`src/rtl/conv_encoder_stream_pkg.sv`:
```
// Shared constants, state encoding and code-parameter decoding for the
// streaming convolutional encoder.
package conv_encoder_stream_pkg;

  localparam int MAX_CONSTRAINT_LENGTH = 9;
  localparam int MAX_CODE_RATE         = 3;

  localparam logic RATE_HALF  = 1'b1;
  localparam logic RATE_THIRD = 1'b0;

  typedef enum logic [1:0] {
    IDLE  = 2'd0,
    DATA  = 2'd1,
    TAIL  = 2'd2,
    FLUSH = 2'd3
  } enc_state_e;

  function automatic logic [3:0] constr_to_k(input logic [1:0] code);
    logic [3:0] k;
    case (code)
      2'd1:    k = 4'd3;
      2'd2:    k = 4'd5;
      2'd3:    k = 4'd7;
      default: k = 4'd9;
    endcase
    return k;
  endfunction

  function automatic int active_gens(input logic rate);
    int n;
    n = 3;
    case (rate)
      RATE_HALF:  n = 2;
      RATE_THIRD: n = 3;
      default:    n = 3;
    endcase
    return n;
  endfunction

endpackage

```
`src/rtl/conv_encoder_stream_parity.sv`:
```
// Combinational parity generation: one XOR-reduced tap set per generator,
// restricted to the active constraint length and code rate.
module conv_parity_unit
  import conv_encoder_stream_pkg::*;
#(
  parameter int MAX_K = MAX_CONSTRAINT_LENGTH,
  parameter int MAX_N = MAX_CODE_RATE
) (
  input  logic [MAX_K-1:0]            window,
  input  logic [MAX_N-1:0][MAX_K-1:0] gen_poly,
  input  logic [3:0]                  k_len,
  input  logic                        code_rate,
  output logic [MAX_N-1:0]            parity
);

  logic [MAX_K-1:0] k_mask;

  always_comb begin
    k_mask = '0;
    for (int i = 0; i < MAX_K; i++) begin
      if (i < int'(k_len)) k_mask[i] = 1'b1;
    end
  end

  always_comb begin
    parity = '0;
    for (int j = 0; j < MAX_N; j++) begin
      if (j < active_gens(code_rate)) parity[j] = ^(gen_poly[j] & window & k_mask);
    end
  end

endmodule

```
`src/rtl/conv_encoder_stream.sv`:
```
// Frame-based convolutional encoder with valid/ready on input bits and output
// symbols; every frame is zero-terminated with K-1 tail symbols.
//
// state | meaning
// IDLE  | waiting for first bit of a frame; latches code config on accept
// DATA  | accepting remaining data bits of the frame
// TAIL  | shifting in zeros, one tail symbol per free output slot
// FLUSH | waiting for the last tail symbol to drain, then pulse frame_done
module conv_encoder_stream
  import conv_encoder_stream_pkg::*;
#(
  parameter int MAX_K     = MAX_CONSTRAINT_LENGTH,
  parameter int MAX_N     = MAX_CODE_RATE,
  parameter int FRAME_LEN = 8
) (
  input  logic                        sys_clk,
  input  logic                        rst,
  input  logic                        en,
  input  logic                        i_code_rate,
  input  logic [1:0]                  i_constr_len,
  input  logic [MAX_N-1:0][MAX_K-1:0] i_gen_poly,
  input  logic                        i_bit,
  input  logic                        i_bit_valid,
  output logic                        o_bit_ready,
  output logic [MAX_N-1:0]            o_code_sym,
  output logic                        o_sym_valid,
  input  logic                        i_sym_ready,
  output logic                        o_tail,
  output logic                        o_frame_done
);

  localparam int BW = (FRAME_LEN > 1) ? $clog2(FRAME_LEN + 1) : 1;
  localparam int TW = $clog2(MAX_K);

  enc_state_e                  state, next_state;
  logic [MAX_K-2:0]            shift_reg;
  logic [BW-1:0]               bit_cnt;
  logic [TW-1:0]               tail_cnt;
  logic                        cfg_rate;
  logic [1:0]                  cfg_len;
  logic [MAX_N-1:0][MAX_K-1:0] cfg_poly;

  logic                        free, pop, accept, tail_step, last_data, last_tail;
  logic                        use_rate, shift_in;
  logic [1:0]                  use_len;
  logic [MAX_N-1:0][MAX_K-1:0] use_poly;
  logic [3:0]                  k_cur;
  logic [MAX_K-1:0]            window;
  logic [MAX_N-1:0]            parity;

  // A held symbol is never consumed while disabled, so free/pop both need en.
  assign free      = en && (!o_sym_valid || i_sym_ready);
  assign pop       = en && o_sym_valid && i_sym_ready;
  assign accept    = i_bit_valid && o_bit_ready;
  assign tail_step = (state == TAIL) && free;

  // The first bit of a frame is encoded with the live config it latches.
  assign use_rate  = (state == IDLE) ? i_code_rate  : cfg_rate;
  assign use_len   = (state == IDLE) ? i_constr_len : cfg_len;
  assign use_poly  = (state == IDLE) ? i_gen_poly   : cfg_poly;
  assign k_cur     = constr_to_k(use_len);
  assign shift_in  = (state == TAIL) ? 1'b0 : i_bit;
  assign window    = {shift_reg, shift_in};
  assign last_data = (state == IDLE) ? (FRAME_LEN == 1) : (bit_cnt == BW'(FRAME_LEN - 1));
  assign last_tail = (tail_cnt == TW'(k_cur - 4'd2));

  conv_parity_unit #(.MAX_K(MAX_K), .MAX_N(MAX_N)) u_parity (
    .window    (window),
    .gen_poly  (use_poly),
    .k_len     (k_cur),
    .code_rate (use_rate),
    .parity    (parity)
  );

  always_ff @(posedge sys_clk or negedge rst) begin
    if (!rst) state <= IDLE;
    else      state <= next_state;
  end

  always_comb begin
    next_state = state;
    case (state)
      IDLE:    if (accept) next_state = last_data ? TAIL : DATA;
      DATA:    if (accept && last_data) next_state = TAIL;
      TAIL:    if (tail_step && last_tail) next_state = FLUSH;
      FLUSH:   if (en && !o_sym_valid) next_state = IDLE;
      default: next_state = IDLE;
    endcase
  end

  always_comb begin
    o_bit_ready = rst && en && free && ((state == IDLE) || (state == DATA));
  end

  always_ff @(posedge sys_clk or negedge rst) begin
    if (!rst) begin
      shift_reg    <= '0;
      bit_cnt      <= '0;
      tail_cnt     <= '0;
      cfg_rate     <= 1'b0;
      cfg_len      <= '0;
      cfg_poly     <= '0;
      o_code_sym   <= '0;
      o_sym_valid  <= 1'b0;
      o_tail       <= 1'b0;
      o_frame_done <= 1'b0;
    end else begin
      o_frame_done <= 1'b0;
      if (accept || tail_step) begin
        o_code_sym  <= parity;
        o_sym_valid <= 1'b1;
        o_tail      <= (state == TAIL);
        shift_reg   <= window[MAX_K-2:0];
      end else if (pop) begin
        o_sym_valid <= 1'b0;
        o_tail      <= 1'b0;
      end
      if (accept) begin
        if (state == IDLE) begin
          cfg_rate <= i_code_rate;
          cfg_len  <= i_constr_len;
          cfg_poly <= i_gen_poly;
          bit_cnt  <= BW'(1);
        end else begin
          bit_cnt  <= bit_cnt + BW'(1);
        end
      end
      if (tail_step) tail_cnt <= tail_cnt + TW'(1);
      if ((state == FLUSH) && (next_state == IDLE)) begin
        o_frame_done <= 1'b1;
        shift_reg    <= '0;
        bit_cnt      <= '0;
        tail_cnt     <= '0;
      end
    end
  end

endmodule

```
`config.mk`:
```
export PLATFORM = sky130hd
export DESIGN_NAME = conv_encoder_stream
export DESIGN_NICKNAME = d
export VERILOG_FILES = /design/src/rtl/conv_encoder_stream_pkg.sv /design/src/rtl/conv_encoder_stream_parity.sv /design/src/rtl/conv_encoder_stream.sv
export SDC_FILE = /design/constraint.sdc
export NUM_CORES = 1
export LEC_CHECK = 0
export BUFFER_PORTS_ARGS = -buffer_cell sky130_fd_sc_hd__buf_2
export CELL_PAD_IN_SITES_DETAIL_PLACEMENT = 1
export CELL_PAD_IN_SITES_GLOBAL_PLACEMENT = 1
export CORE_MARGIN = 5
export CORE_UTILIZATION = 35
export DETAILED_ROUTE_END_ITERATION = 16
export GPL_TIMING_DRIVEN = 1
export HOLD_SLACK_MARGIN = 0.05
export PLACE_DENSITY_LB_ADDON = 0.3
export SYNTH_ARGS = -nofsm -noshare
export SYNTH_HDL_FRONTEND = slang
export SYNTH_SLANG_ARGS = --single-unit
```
`constraint.sdc`:
```
create_clock -name sys_clk -period 5.5 [get_ports sys_clk]
set_clock_uncertainty 0.05 [all_clocks]
set_input_delay 1.1 -clock sys_clk [delete_from_list [all_inputs] [get_ports sys_clk]]
set_output_delay 1.1 -clock sys_clk [all_outputs]
set_load 0.01 [all_outputs]
```
======== After elaboration in Yosys (flattened, before gate mapping) ========
Cells that the tools add are included.
storage, ports and cells
  register bits after elaboration ......... 54
  latch bits .............................. 0
  memory bits (writable) .................. 0
  ROM bits ................................ 0
  input port bits ......................... 36
  output and inout bits ................... 7
  word-level logic and storage cells ...... 104
  memories ................................ 0
cells by class
  $add $sub $neg .......................... 3
  multiply operators ...................... 0
  div/mod/pow operators ................... 0
  order comparisons ....................... 12
  equal/unequal tests ..................... 8
  shift operators ......................... 0
  multiplexer cells ....................... 36
  bitwise operators ....................... 7
  reduce and logical (&&, ||, !) cells .... 25
operator list
  kind                 count
  $pmux 32 s2          1
  $and 9x9->9          6
  $lt 1x32->1 const A  1
  $lt 2x32->1 const A  1
  $lt 3x32->1 const A  1
  $mux 27              1
  $reduce_xor 9->1     3
  $mux 4               5
  $mux 1               19
  $lt 3x4->1 const A   4
  $mux 8               2
  $logic_and 1x1->1    12
  $mux 2               6
  $pmux 4 s3           1
  $add 4x1->4 const B  2
  $eq 2x2->1 const B   4
  $lt 1x4->1 const A   2
  $lt 2x4->1 const A   2
  $pmux 2 s4           1
  $reduce_bool 2->1    4
  $eq 2x1->1 const B   2
  $eq 4x3->1 const B   1
  $eq 4x4->1           1
  $logic_not 2->1      2
  5 further kinds      7

======== Longest topological paths before layout ========
  depth after elaboration ................. 12
  depth in mapped cells ................... 11
  depth with buffers taken out ............ 10

======== Modules after synthesis ========
Synthesis repeated with hierarchy kept, for this count alone.
second synthesis, totals
  cell total of the unflattened synthesis .. 339
  area, all modules ....................... 3226.8 um^2
modules (own cells, without submodules)
  module               instances  cells an instance  area an instance (um^2)  seq. area each (um^2)
  conv_encoder_stream  1          272                2703.8                   1351.3
  conv_parity_unit     1          67                 523.0                    0.0

======== Worst setup path before layout ========
OpenSTA, ideal clock, no wires.
  path kind ............................... input -> register
  from .................................... in i_constr_len[0]
  to ...................................... reg o_code_sym[0]
  setup time .............................. 0.132 ns
  arrival time ............................ 2.820 ns
  required time ........................... 5.318 ns
  path slack .............................. 2.498 ns
  cell stages on the path ................. 9
  buffers on the path ..................... 0
  path through ............................ mux2i_4 -> inv_1 -> ha_1 -> nand2b_1 -> a21oi_2 -> xnor2_1 -> xnor3_1 -> xnor3_1 -> o21ai_1
on the way
  cells in the longest elaborated chain, start to end .. 8
  elaborated cells on any way between the ends .. 26
  classes of those cells .................. 9 x order compare; 3 x eq/ne; 12 x mux; 1 x bitwise; 1 x reduce/logical
ends and longest elaborated chain
  item                                             line                              text
  start, declared                                  conv_encoder_stream.sv:20         input logic [1:0] i_constr_len,
  $mux 2 (*)                                       -
  net use_len[0]                                   conv_encoder_stream.sv:45         logic [1:0] use_len;
  $eq 2x2->1 / $eq 2x1->1 (equally long branches)  conv_encoder_stream_pkg.sv:20     case (code)
  $pmux 4 s3 (*)                                   conv_encoder_stream_pkg.sv:20
  $lt 1x4->1, or another cell as far along         conv_encoder_stream_parity.sv:21  if (i < int'(k_len)) k_mask[i] = 1'b1;
  $mux 1                                           conv_encoder_stream_parity.sv:21
  $and 9x9->9 (*)                                  conv_encoder_stream_parity.sv:28  if (j < active_gens(code_rate)) parity[j] = ^(gen_poly[j] & window & k_mask);
  $reduce_xor 9->1 (*)                             conv_encoder_stream_parity.sv:28
  $mux 1 (*)                                       conv_encoder_stream_parity.sv:28
  end signal, assigned                             conv_encoder_stream.sv:110        o_code_sym <= parity;
  end, declared                                    conv_encoder_stream.sv:25         output logic [MAX_N-1:0] o_code_sym,
Mark *: on every way through the listed nets, which the timed path passes. The rest lies on a longest branch.
A chain may end at the register's enable or synchronous reset.

======== Final worst setup path ========
  from .................................... reg state[0]
  to ...................................... reg o_code_sym[0]
on the way
  cells in the longest elaborated chain, start to end .. 9
  elaborated cells on any way between the ends .. 41
  classes of those cells .................. 10 x order compare; 5 x eq/ne; 16 x mux; 3 x bitwise; 7 x reduce/logical
ends and longest elaborated chain
  item                                             line                              text
  start, declared                                  conv_encoder_stream.sv:35         enc_state_e state, next_state;
  start signal, assigned                           conv_encoder_stream.sv:77         else state <= next_state;
  $logic_not 2->1 (*)                              conv_encoder_stream.sv:59         assign use_len = (state == IDLE) ? i_constr_len : cfg_len;
  $mux 2 (*)                                       -
  net use_len[0]                                   conv_encoder_stream.sv:45
  $eq 2x2->1 / $eq 2x1->1 (equally long branches)  conv_encoder_stream_pkg.sv:20
  $pmux 4 s3 (*)                                   conv_encoder_stream_pkg.sv:20
  $lt 1x4->1, or another cell as far along         conv_encoder_stream_parity.sv:21
  $mux 1                                           conv_encoder_stream_parity.sv:21
  $and 9x9->9 (*)                                  conv_encoder_stream_parity.sv:28
  $reduce_xor 9->1 (*)                             conv_encoder_stream_parity.sv:28
  $mux 1 (*)                                       conv_encoder_stream_parity.sv:28
Mark *: on every way through the listed nets, which the timed path passes. The rest lies on a longest branch. The select of a mux whose other input is x is not followed.

==> results.md <==
- Run status: finished clean
- Crit path time final: 4050 ps
- Max frequency: 247 MHz
- Antenna cells: 0
- Antenna-violating nets left: 0
- Die width: 104 microns
- CP endpoint kind: register
- Clock Pin Slew Worst Setup and Hold Paths: 100 ps
- Dominant cells by area after synthesis: dfrtp_1, mux2_2, nand2_1
- Htree depth: 2
- Post CTS Setup Buffer Count: 0
- Largest family of logic cells by synthesized area: simple AND/OR/NAND/NOR gates
- Peak VDD IR: 116 uV
- Slowest stage delay, CP: 1020 ps
- CP max FO: 39
- Critical Path, Cell by Cell: or2_1 -> mux2i_4 -> inv_1 -> ha_1 -> nand2b_1 -> a21oi_2 -> xnor2_1 -> xnor3_1 -> xnor3_1 -> o21ai_1
- Die height: 104 microns
- Simple-gate area share of the yosys netlist: 18.6%
- Main synth FF type: dfrtp_1
- I/O Buffers: 42
- Cells after Synth: 314
- Yosys cell types: 42
- Vias in the first global route: ~2.7k
- Total Die Area: between 10000 and 15000 sq um
- Vias: 2384
- Pin count of the biggest net entering global routing: 55
- Post_cts resized: 0
- IO Count: 43
- Grt total ovfl: 0
- EDFF count, synth: 0
- NumNets Final: 388
- Min-Delay Path Class: reg2reg
- Critical path arrival: approximately 4200 ps
- Sequential-to-total area share from yosys stat: 43.5%
- Top-area cell type share of the netlist area: 43.5%
- Post-synthesis compound-gate area fraction: a little under an eighth
- Post-layout util: 39.8%
- Syn nets: 354
- Slew headroom: 25.0%
- Met3 GRT Util: 2.86%
- Reg2reg path depth: 10
- Core ar.: 8680 sq um
- WHS: 464 ps
- Slew Viols, Final: 0
- Final Wtd Congestion: 0.808
- Async S/R FF share, synth: 100%
- RSZ-0062 raised after global routing: no
- Gr busiest metal: met2
- Max-cap check violation count: 0
- Sinks on Clock Net: 54
- Min-Delay Path Depth: 1
- Met2 Track Usage GR: between 20% and 30%
- Avg WL per Cell: approximately 17 microns
- Tcrit/Tclk final: 73.6%
- CTS buffer count: 5
- CP most frequent cell: xnor3_1
- Drt total wl: 7890 microns
- Family with the most delay on the worst path: flip-flops
- Dpl hpwl: roughly 5700 microns
- Largest register FFs: 27
- Iter 0 DRT Violations: between 50 and 60
- Multiplexer area fraction after synthesis: 11.5%
- #FFs+latches synth: 54
- First-pass GRT wire length: between 10000 and 15000 microns
- Layout cells sized above 1: between 20% and 30%
- Largest area contributor in the netlist: dfrtp_1
- Post-Synth XOR/XNOR Area: 9.44%
- Post-synthesis instance area: 3100 sq um
- Total GRT Usage: about 15%
- Post-CTS Hold Buffers: 0
- Final hold violation count: 0
- Crit path kind: reg2reg
- Area grow syn2layout: 11.3%
- DRC: 0
- Synth Area in Adders: 1.61%
- Clock Tree Buf Depth: 2
- Via-per-instance ratio: 5.23
- Final setup fails: 0
- Met1 usage: a little under a fifth
- Sum Neg Setup Slack: 0 ps
- Pre-antenna DRT Iters: 4
- Placement row count: 34
- Slowest CP cell: dfrtp_1
- Leak pwr: 1.51 nW
- CTS Root Cell: clkbuf_8
- Critical Path Stages: 10
- Yosys warning total: 0
- Power Dens Cells: about 360 nW/um^2
- WP buf/inv: 1
- Syn avg cell area: 9.88 sq um
- CP required: 5610 ps
- CTS tree: done
- Initial Util: 35.8%
- Worst-margin pin slew: around 1100 ps
- Clk_lat worst skew: 310 ps
- Critical path startpoint category: register
- Initial antenna violation count: 0
-- path summary, 6_finish.rpt --
check                                               from                         to  slack (ps)
worst max-delay path                  state[0]$_DFF_PN0_  o_code_sym[0]$_DFFE_PN0P_        1450
worst min-delay path            cfg_poly[22]$_DFFE_PN0P_   cfg_poly[22]$_DFFE_PN0P_         460
worst max register to register        state[0]$_DFF_PN0_  o_code_sym[0]$_DFFE_PN0P_        1450
worst min register to register  cfg_poly[22]$_DFFE_PN0P_   cfg_poly[22]$_DFFE_PN0P_         460
max in group asynchronous                            rst   cfg_poly[10]$_DFFE_PN0P_        4030
min in group asynchronous                            rst         o_tail$_DFFE_PN0P_         880
-- per-stage QoR --
stage | cell area (sq um) | std cells | worst slack [ps] | power [mW]
6_report | 3450 | 456 | 1450 | 1.24
5_1_grt | 3450 | 456 | 1120 | 1.33
4_1_cts | 3450 | 456 | 1390 | 1.26
3_5_place_dp | 3370 | 449 | 1430 | 1.03
3_3_place_gp | 3370 | 449 | 1640 | 1.02
2_1_floorplan | 3100 | 314 | 2500 | 0.908
-- layer usage --
metal  part of all wire, %  up-vias
met3                   2.4        4
met2                    51       28
met1                    46     1197
li1                      -     1155
met4                  0.73        0
met5                     0        -
-- cells by family (layout without fill, tap and decap cells) --
logic type      Yosys count  count (layout)
buf+inv                  21              55
simple gates            115             115
fa+ha+maj                 4               4
compound gates           65              65
flops                    54              54
mux                      31              31
xor+xnor                 24              24
-- synthesized netlist by cell type, types with 4 or more instances --
library cell   n
a21oi_1       32
nor3b_1        6
xor2_1         5
o21ai_0       20
buf_2          8
ha_1           4
or3b_1         7
nand3_1        4
mux2_2        28
nand2_1       57
nor2_1        13
nor3_1         4
xnor2_1       13
clkbuf_1       7
xnor3_1        6
dfrtp_1       54
-- worst register-to-register path, delay by kind of cell (launching register included) --
family | cells | cell delay [ps]
DFF | 1 | 1020
and+or+nand+nor | 2 | 920
xor gates and xnor gates | 3 | 900
muxes | 1 | 460
adders and majority gates | 1 | 240
AOI/OAI and AO/OA | 2 | 200
buffers and inverters | 1 | 100
-- power breakdown --
| part | total (mW) | internal [mW] | switching, mW | leakage, nW |
|---|---|---|---|---|
| registers | 0.603 | 0.516 | 0.0878 | 0.678 |
| logic | 0.414 | 0.227 | 0.186 | 0.785 |
| clock network | 0.223 | 0.0862 | 0.137 | 0.0438 |
| total | 1.24 | 0.829 | 0.411 | 1.51 |
-- placed cells by master, fill, tap and decap left out, types with 6 or more instances in the layout --
master | synthesis | final
nor2_1 | 13 | 13
mux2_2 | 28 | 28
dfrtp_1 | 54 | 54
xnor2_1 | 13 | 13
nand2_1 | 57 | 57
a21oi_1 | 32 | 32
buf_2 | 8 | 42
o21ai_0 | 20 | 20
or3b_1 | 7 | 7
xnor3_1 | 6 | 6
nor3b_1 | 6 | 6
-- area by class of cell --
class | instances | area (sq um)
clock buffer | 5 | 68.8
clock inverter | 2 | 10.0
fill | 1020 | 5230
inverter | 3 | 11.3
multi-input combinational | 239 | 1640
sequential | 54 | 1350
tap | 108 | 135
timing repair buffer | 45 | 233
Power figures use the tool's default switching activity.
